**src/rtl/fetch_unit_pkg.sv**
```systemverilog
// Shared definitions for the instruction-fetch stage: FSM states,
// instruction geometry and the canonical NOP word.
package fetch_unit_pkg;

  typedef enum logic [1:0] {
    ST_IDLE = 2'd0,
    ST_REQ  = 2'd1,
    ST_WAIT = 2'd2,
    ST_HOLD = 2'd3
  } fetch_state_e;

  // Every instruction is one 32-bit word; the PC advances by this many bytes.
  localparam int INSTR_BYTES = 4;

  // Low address bits that must be zero for a word-aligned fetch address.
  localparam int                    ALIGN_BITS = 2;
  localparam logic [ALIGN_BITS-1:0] ALIGN_MASK = 2'b11;

  // addi x0, x0, 0
  localparam logic [31:0] NOP_INSTR = 32'h0000_0013;

  // True when the low bits of an address would make it non-word-aligned.
  function automatic logic is_misaligned(input logic [ALIGN_BITS-1:0] low_bits);
    return (low_bits & ALIGN_MASK) != '0;
  endfunction

endpackage

```
**src/rtl/fetch_unit_sat_counter.sv**
```systemverilog
// Saturating up-counter with a synchronous clear; it sticks at all-ones
// instead of wrapping so long stalls never read back as short ones.
module sat_counter #(
  parameter int WIDTH = 16
) (
  input  logic             clk,
  input  logic             clear,
  input  logic             inc,
  output logic [WIDTH-1:0] count
);

  logic [WIDTH-1:0] count_reg;

  // Count up on inc, hold once every bit is set, clear has priority.
  always_ff @(posedge clk) begin
    if (clear) begin
      count_reg <= '0;
    end else if (inc && !(&count_reg)) begin
      count_reg <= count_reg + WIDTH'(1);
    end
  end

  assign count = count_reg;

endmodule

```
**src/rtl/fetch_unit.sv**
```systemverilog
// Instruction-fetch stage: issues one request/grant/response memory
// transaction per instruction, holds the returned word for decode under a
// valid/ready handshake, and supplies the next value of the PC register.
module fetch_unit
  import fetch_unit_pkg::*;
#(
  parameter int ADDR_W  = 32,
  parameter int INSTR_W = 32,
  parameter int CNT_W   = 16
) (
  input  logic               clk,
  input  logic               rst,
  input  logic [ADDR_W-1:0]  pc_value,
  output logic [ADDR_W-1:0]  pc_write_value,
  input  logic               redirect_valid,
  input  logic [ADDR_W-1:0]  redirect_target,
  output logic               imem_req,
  output logic [ADDR_W-1:0]  imem_addr,
  input  logic               imem_gnt,
  input  logic               imem_rvalid,
  input  logic [INSTR_W-1:0] imem_rdata,
  output logic               instr_valid,
  output logic [INSTR_W-1:0] instr,
  output logic [ADDR_W-1:0]  instr_pc,
  input  logic               instr_ready,
  output logic               misalign_flag,
  output logic [CNT_W-1:0]   stall_cycles
);

  fetch_state_e       state_reg;
  logic               kill_reg;
  logic               hold_valid_reg;
  logic               misalign_reg;
  logic [ADDR_W-1:0]  req_pc_reg;
  logic [ADDR_W-1:0]  instr_pc_reg;
  logic [INSTR_W-1:0] instr_reg;

  logic [ADDR_W-1:0]  redirect_aligned;
  logic [ADDR_W-1:0]  pc_plus4;
  logic               transfer;
  logic               kill_now;
  logic               stall_inc;

  // Redirect targets are forced onto a word boundary; the misalignment is
  // reported separately rather than faulting here.
  assign redirect_aligned = {redirect_target[ADDR_W-1:ALIGN_BITS], {ALIGN_BITS{1'b0}}};
  // Wraps naturally at the top of the address space.
  assign pc_plus4         = pc_value + ADDR_W'(INSTR_BYTES);

  // A redirect in the same cycle as the response must squash it too.
  assign kill_now  = kill_reg || redirect_valid;
  assign transfer  = instr_valid && instr_ready;
  assign stall_inc = (state_reg == ST_WAIT) || ((state_reg == ST_HOLD) && !instr_ready);

  // Request is a pure decode of the state register, so it is glitch-free.
  assign imem_req  = (state_reg == ST_REQ);
  assign imem_addr = pc_value;

  // The held word is hidden from decode in the cycle a redirect squashes it.
  assign instr_valid   = hold_valid_reg && !redirect_valid;
  assign instr         = instr_reg;
  assign instr_pc      = instr_pc_reg;
  assign misalign_flag = misalign_reg;

  // Next-PC select: reset holds, redirect wins, a grant advances, else hold.
  always_comb begin
    pc_write_value = pc_value;
    if (rst) begin
      pc_write_value = pc_value;
    end else if (redirect_valid) begin
      pc_write_value = redirect_aligned;
    end else if ((state_reg == ST_REQ) && imem_gnt) begin
      pc_write_value = pc_plus4;
    end
  end

  // Fetch FSM with its registered datapath (held word, its PC, kill marker).
  always_ff @(posedge clk) begin
    if (rst) begin
      state_reg      <= ST_IDLE;
      kill_reg       <= 1'b0;
      hold_valid_reg <= 1'b0;
      misalign_reg   <= 1'b0;
      req_pc_reg     <= '0;
      instr_pc_reg   <= '0;
      instr_reg      <= '0;
    end else begin
      misalign_reg <= redirect_valid && is_misaligned(redirect_target[ALIGN_BITS-1:0]);
      case (state_reg)
        ST_IDLE: begin
          state_reg <= ST_REQ;
        end
        ST_REQ: begin
          if (imem_gnt) begin
            // The memory has committed; a concurrent redirect can only mark
            // the response for disposal.
            req_pc_reg <= pc_value;
            kill_reg   <= redirect_valid;
            state_reg  <= ST_WAIT;
          end
        end
        ST_WAIT: begin
          if (imem_rvalid) begin
            kill_reg <= 1'b0;
            if (kill_now) begin
              state_reg <= ST_REQ;
            end else begin
              instr_reg      <= imem_rdata;
              instr_pc_reg   <= req_pc_reg;
              hold_valid_reg <= 1'b1;
              state_reg      <= ST_HOLD;
            end
          end else if (redirect_valid) begin
            kill_reg <= 1'b1;
          end
        end
        ST_HOLD: begin
          if (redirect_valid || transfer) begin
            hold_valid_reg <= 1'b0;
            state_reg      <= ST_REQ;
          end
        end
        default: begin
          state_reg <= ST_IDLE;
        end
      endcase
    end
  end

  sat_counter #(
    .WIDTH (CNT_W)
  ) u_stall_counter (
    .clk   (clk),
    .clear (rst),
    .inc   (stall_inc),
    .count (stall_cycles)
  );

endmodule

```
**config.mk**
```make
export PLATFORM = sky130hd
export DESIGN_NAME = fetch_unit
export DESIGN_NICKNAME = d
export VERILOG_FILES = /design/src/rtl/fetch_unit_pkg.sv /design/src/rtl/fetch_unit_sat_counter.sv /design/src/rtl/fetch_unit.sv
export SDC_FILE = /design/constraint.sdc
export NUM_CORES = 1
export LEC_CHECK = 0
export CORE_ASPECT_RATIO = 0.5
export CORE_MARGIN = 1
export CORE_UTILIZATION = 39
export DETAILED_ROUTE_END_ITERATION = 7
export GPL_ROUTABILITY_DRIVEN = 0
export GPL_TIMING_DRIVEN = 0
export PLACE_DENSITY = 0.75
export SLEW_MARGIN = 10
export SYNTH_ARGS = -nofsm -noshare
export SYNTH_HDL_FRONTEND = slang
export SYNTH_HIERARCHICAL = 1
export SYNTH_SLANG_ARGS = --single-unit
```
**constraint.sdc**
```tcl
create_clock -name clk -period 2.1 [get_ports clk]
set_input_delay 0.315 -clock clk [delete_from_list [all_inputs] [get_ports clk]]
set_output_delay 0.315 -clock clk [all_outputs]
set_load 0.1 [all_outputs]
```
* Word level (Yosys, flattened, before mapping)
Cells that the tools add are included.
** Storage, ports and cells
- Bits of input ports :: 102
- Flip-flop bits (word level) :: 117
- Output and inout bits :: 147
** Cells by class
- Equal/unequal tests :: 8
- Bitwise operators :: 1
- Multiplexer cells :: 16
- Reduce and logical (&&, ||, !) cells :: 22
- $add $sub $neg :: 2
** Operators by type and width (number)
- 2-to-1 mux 32 bit :: 3
- adder 32 x 3 -> 32 bit, second input constant :: 1
- adder 16 x 1 -> 16 bit, second input constant :: 1
- AND reduction 16 bit :: 1
- AND reduction 3 bit :: 3
- 2-to-1 mux 2 bit :: 4
- case mux 2 bit (4 select lines) :: 1
- logical AND 1 bit :: 6
- 2-to-1 mux 1 bit :: 6
- nonzero test 2 bit :: 3
- == test 2 bit, second input constant :: 2
- inequality test 2 x 1 -> 1 bit, second input constant :: 2
- inequality test 2 bit, second input constant :: 2
- case mux 1 bit (2 select lines) :: 2
- AND reduction 4 bit :: 1
- zero test 1 bit :: 3
- logical OR 1 bit :: 3
- inequality test 3 bit, second input constant :: 1
- == test 2 x 1 -> 1 bit, second input constant :: 1
- zero test 2 bit :: 1
- AND reduction 2 bit :: 1
- inverter 1 bit :: 1

* Longest topological paths before layout
- Depth in word-level cells :: 6
- Depth in mapped cells :: 9
- Depth with buffers taken out :: 8

* Cells and area by module
Netlist, hierarchy kept.
** Modules (own cells, without submodules)
- fetch_unit :: times used 1, sequential area each 2021.9 µm², cells an instance 714, area each 5126.2 µm²
- sat_counter :: times used 1, sequential area each 320.3 µm², cells an instance 96, area each 833.3 µm²

* Worst setup path after synthesis
Ideal clock, no wire load.
- Path type :: reg2out
- Start point :: reg state_reg[0]
- End point :: out pc_write_value[13]
- Arrival :: 5454 ps
- Cell stages (with the launch flop) :: 6
- Setup slack :: -3669 ps
- Cell sequence :: dfxtp_1 -> ha_1 -> nand4_1 -> nor3_1 -> nand3_1 -> o311ai_0
** On the way
- Word-level cells in the longest chain between the ends :: 5
** Ends and longest elaborated chain
- start, declared :: RTL line fetch_unit.sv:30 : fetch_state_e state_reg;
- start signal, assigned :: RTL line fetch_unit.sv:80 : state_reg <= ST_IDLE;
- start signal, assigned :: RTL line fetch_unit.sv:91 : state_reg <= ST_REQ;
- start signal, assigned :: RTL line fetch_unit.sv:99 : state_reg <= ST_WAIT;
- == test 2 x 1 -> 1 bit
- via imem_req :: RTL line fetch_unit.sv:17 : output logic imem_req,
- logical AND 1 bit :: RTL line fetch_unit.sv:72 : end else if ((state_reg == ST_REQ) && imem_gnt) begin
- 2-to-1 mux 32 bit :: RTL line fetch_unit.sv:72
- 2-to-1 mux 32 bit :: RTL line fetch_unit.sv:70 : end else if (redirect_valid) begin
- 2-to-1 mux 32 bit :: RTL line fetch_unit.sv:68 : if (rst) begin
- end, declared :: RTL line fetch_unit.sv:14 : output logic [ADDR_W-1:0] pc_write_value,
The timed path passes the listed nets, and every way through them passes these cells.

* Worst setup path in the final report
- Start point :: reg state_reg[0]
- End point :: out pc_write_value[23]
** On the way
- Word-level cells in the longest chain between the ends :: 5
** Ends and longest elaborated chain (RTL line)
- == test 2 x 1 -> 1 bit :: fetch_unit.sv:72
- logical AND 1 bit :: fetch_unit.sv:72
- 2-to-1 mux 32 bit :: fetch_unit.sv:72
- 2-to-1 mux 32 bit :: fetch_unit.sv:70
- 2-to-1 mux 32 bit :: fetch_unit.sv:68
Every way passes these cells.

==> metrics.md <==
| Metric | Value |
|---|---|
| Slew Limit Fails | `0` |
| VDD IR max | `0.6202 mV` |
| Commonest non-fill, non-tap cell in the layout | `nand2_1` |
| CTS clk-pin slew, worst paths | `0.06 ns` |
| Post-synthesis register bit count | `117` |
| Initial core utilization | `40.54%` |
| First-pass GRT wire length | `34,990 um` |
| I/O Buffers | `244` |
| CTS Sinks | `117` |
| Async set or reset register ratio after synthesis | `0%` |
| Die width | `176.8 um` |
| Setup CP Type | `reg2out` |
| Vias | `7,369` |
| Post-synth cell types | `59` |
| Core area | `14,700 sq um` |
| Total power | `7.225 mW` |
| Largest net degree at the start of global routing | `17` |
| Syn Area/Cell | `7.357 sq um` |
| Tmin final | `2.936 ns` |
| Drt via density | `5.625` |
| Worst hold margin | `0.3022 ns` |
| First DRT Iteration DRCs | `665` |
| DIE AREA | `15,810 sq um` |
| Final hold viol count | `0` |
| Post-Syn Instances | `810` |
| Slew margin rel. | `32.47%` |
| Root buf cell | `clkbuf_16` |
| Share of cells above drive strength 1 | `26.28%` |
| H-tree Lvls | `4` |
| Final worst-path setup slack | `-0.8362 ns` |
| Max Root-Sink Buffers | `2` |
| Worst Path Arrival | `2.62 ns` |
| Register area share after synthesis | `39.30%` |
| Post-Layout Cell Count | `1,310` |
| Number of global-route vias before repair | `6,720` |
| Tightest Pin Transition | `1.017 ns` |
| Grt ovf | `0` |
| P&R area growth vs syn | `78.35%` |
| Failing checks | `negative setup slack` |
| Post-route cell area | `10,630 sq um` |
| Clock buffer count from CTS | `17` |
| Mapped Nets | `917` |
| Worst setup SP type | `register` |
| Syn Std Cell Area | `5959 sq um` |
| CTS tree | `done` |
| Initial antenna violation count | `1` |
| CP max-delay cell | `or4_4` |
| Element type at the critical path end | `output port` |
| Max incr delay on CP | `0.59 ns` |
| Hold crit path type | `in2reg` |
| Clk_lat worst skew | `0.41 ns` |
| Max_cap viols | `0` |
| Final WL | `23,670 um` |
| Total GRT Usage | `28.55%` |
| Post-CTS Hold Buffers | `0` |
| DR pass1 iterations | `6` |
| Fin crit share | `139.8%` |
| Leakage | `4.337 nW` |
| Top_reg_cell synth | `dfxtp_1` |
| Worst slack at placement | `-2.246 ns` |
| Final core utilization | `72.30%` |
| Critical-path cell list | `ha_4 > nand4_1 > or4_4 > bufbuf_16 > o211ai_1 > nand3_4 > buf_12` |
| TNS Setup | `-16.57 ns` |
| Setup violations, final | `31` |
| Placed Instance Area | `9159 sq um` |
| Clock skew | `0.008481 ns` |
| Routed Antenna Nets | `0` |
| Routed len/inst | `18.07 um` |
| RSZ-0062 raised after global routing | `true` |
| Final #Nets | `1,205` |
| Most frequent cells in the layout | `nand2_1 (211), a21oi_1 (112), dlygate4sd2_1 (100)` |
| Chip height | `89.41 um` |
| Worst Path Max Fanout | `5` |
| EDFF count, synth | `0` |
| YS warnings | `6` |
| P per Cell Area | `679.7 nW/um^2` |
| Worst EP required | `1.78 ns` |
| Number of cell rows | `31` |
| DP HPWL | `16,130 um` |
| DRC Markers | `0` |
| Fmax achieved | `0.3406 GHz` |
| Post-Place Cells | `1,252` |
| Outcome | `finished, violations left` |
| I/O Pins | `249` |
==> cells by family (layout without fill, tap and decap cells) <==
kind of cell    Yosys count  after routing  share of synthesized area (%)
flops                   117            117                          39.30
xor+xnor                  3              3                         0.4410
fa+ha+maj                 5              5                          1.050
buf+inv                 104            405                          8.944
other cells               0              1                              0
simple gates            371            371                          28.87
mux                       5              5                         0.8818
compound gates          205            205                          20.51
==> routing by layer <==
metal / vias up / part of all wire (%) / GRT usage (%)
li1: 3405 / - / -
met5: - / 0 / 0
met2: 393 / 49 / 48.81
met3: 71 / 8.4 / 6.675
met1: 3500 / 40 / 35.55
met4: 0 / 2.6 / 10.66
==> critical path, delay by kind of cell (launching register included) <==
kind	cells	cell delay [ns]
compound gates	1	0.31
fa+ha+maj	1	0.17
buf+inv	2	0.50
flops	1	0.36
simple gates	3	0.86
==> where the power goes <==
| part | switching (mW) | leakage [nW] | internal [mW] | total [mW] |
|---|---|---|---|---|
| logic | 1.31 | 3.09 | 0.671 | 1.98 |
| registers | 0.0302 | 0.956 | 2.27 | 2.30 |
| clock network | 1.13 | 0.291 | 1.83 | 2.95 |
==> final cells by class <==
class                      count  area, sq um
antenna                        1        2.502
buffer                        82        501.7
clock buffer                  19        452.9
clock inverter                13        146.4
fill                        1107         4071
inverter                      16        60.06
multi-input combinational    589         3954
sequential                   117         2377
tap                          198        247.7
timing repair buffer         275         2887
==> synthesized netlist by cell type, drive strengths merged (2+ instances only) <==
master / n / area share [%]
nand4: 19 / 2.4
o21a: 2 / 0.25
o311ai: 4 / 0.59
nor2: 35 / 2.2
nor4: 11 / 1.2
and4: 7 / 1.0
dfxtp: 117 / 39
a22oi: 14 / 1.8
nor2b: 5 / 0.52
and2: 6 / 0.63
inv: 16 / 1.0
mux2i: 3 / 0.50
o21ai: 22 / 1.8
o41ai: 4 / 0.71
clkbuf: 47 / 3.0
o22ai: 4 / 0.42
buf: 40 / 4.7
or4: 13 / 1.7
o211ai: 6 / 0.76
a41o: 2 / 0.34
nor3: 14 / 1.2
or2: 3 / 0.31
o31a: 2 / 0.29
or3: 5 / 0.52
and2b: 2 / 0.27
nand2b: 3 / 0.31
o31ai: 5 / 0.63
o2bb2ai: 3 / 0.44
nand2: 213 / 13
a21oi: 121 / 10
a211oi: 3 / 0.38
mux2: 2 / 0.38
ha: 5 / 1.0
nand3: 28 / 2.4
xnor2: 2 / 0.29
and3: 4 / 0.42
a311oi: 4 / 0.59
==> final timing paths <==
kind | startpoint | end | slack (ns) | cells after the start
worst max-delay path | state_reg[0]$_SDFFE_PP0P_ | pc_write_value[23] | -0.84 | 7
worst min register to register | instr_pc[25]$_SDFFE_PP0P_ | instr_pc[25]$_SDFFE_PP0P_ | 0.45 | 2
worst max register to register | state_reg[0]$_SDFFE_PP0P_ | u_stall_counter/count[15]$_SDFFE_PP0P_ | 0.01 | 8
worst min-delay path | pc_value[28] | req_pc_reg[28]$_SDFFE_PP0P_ | 0.30 | 3
==> timing repair <==
action / CTS / global route
setup buffers: 21 / 11
cloned: 1 / 0
endpoints found under the setup margin: 233 / 62
pin swaps: 25 / 25
gates resized for setup: 502 / 86
Power figures use the tool's default switching activity.
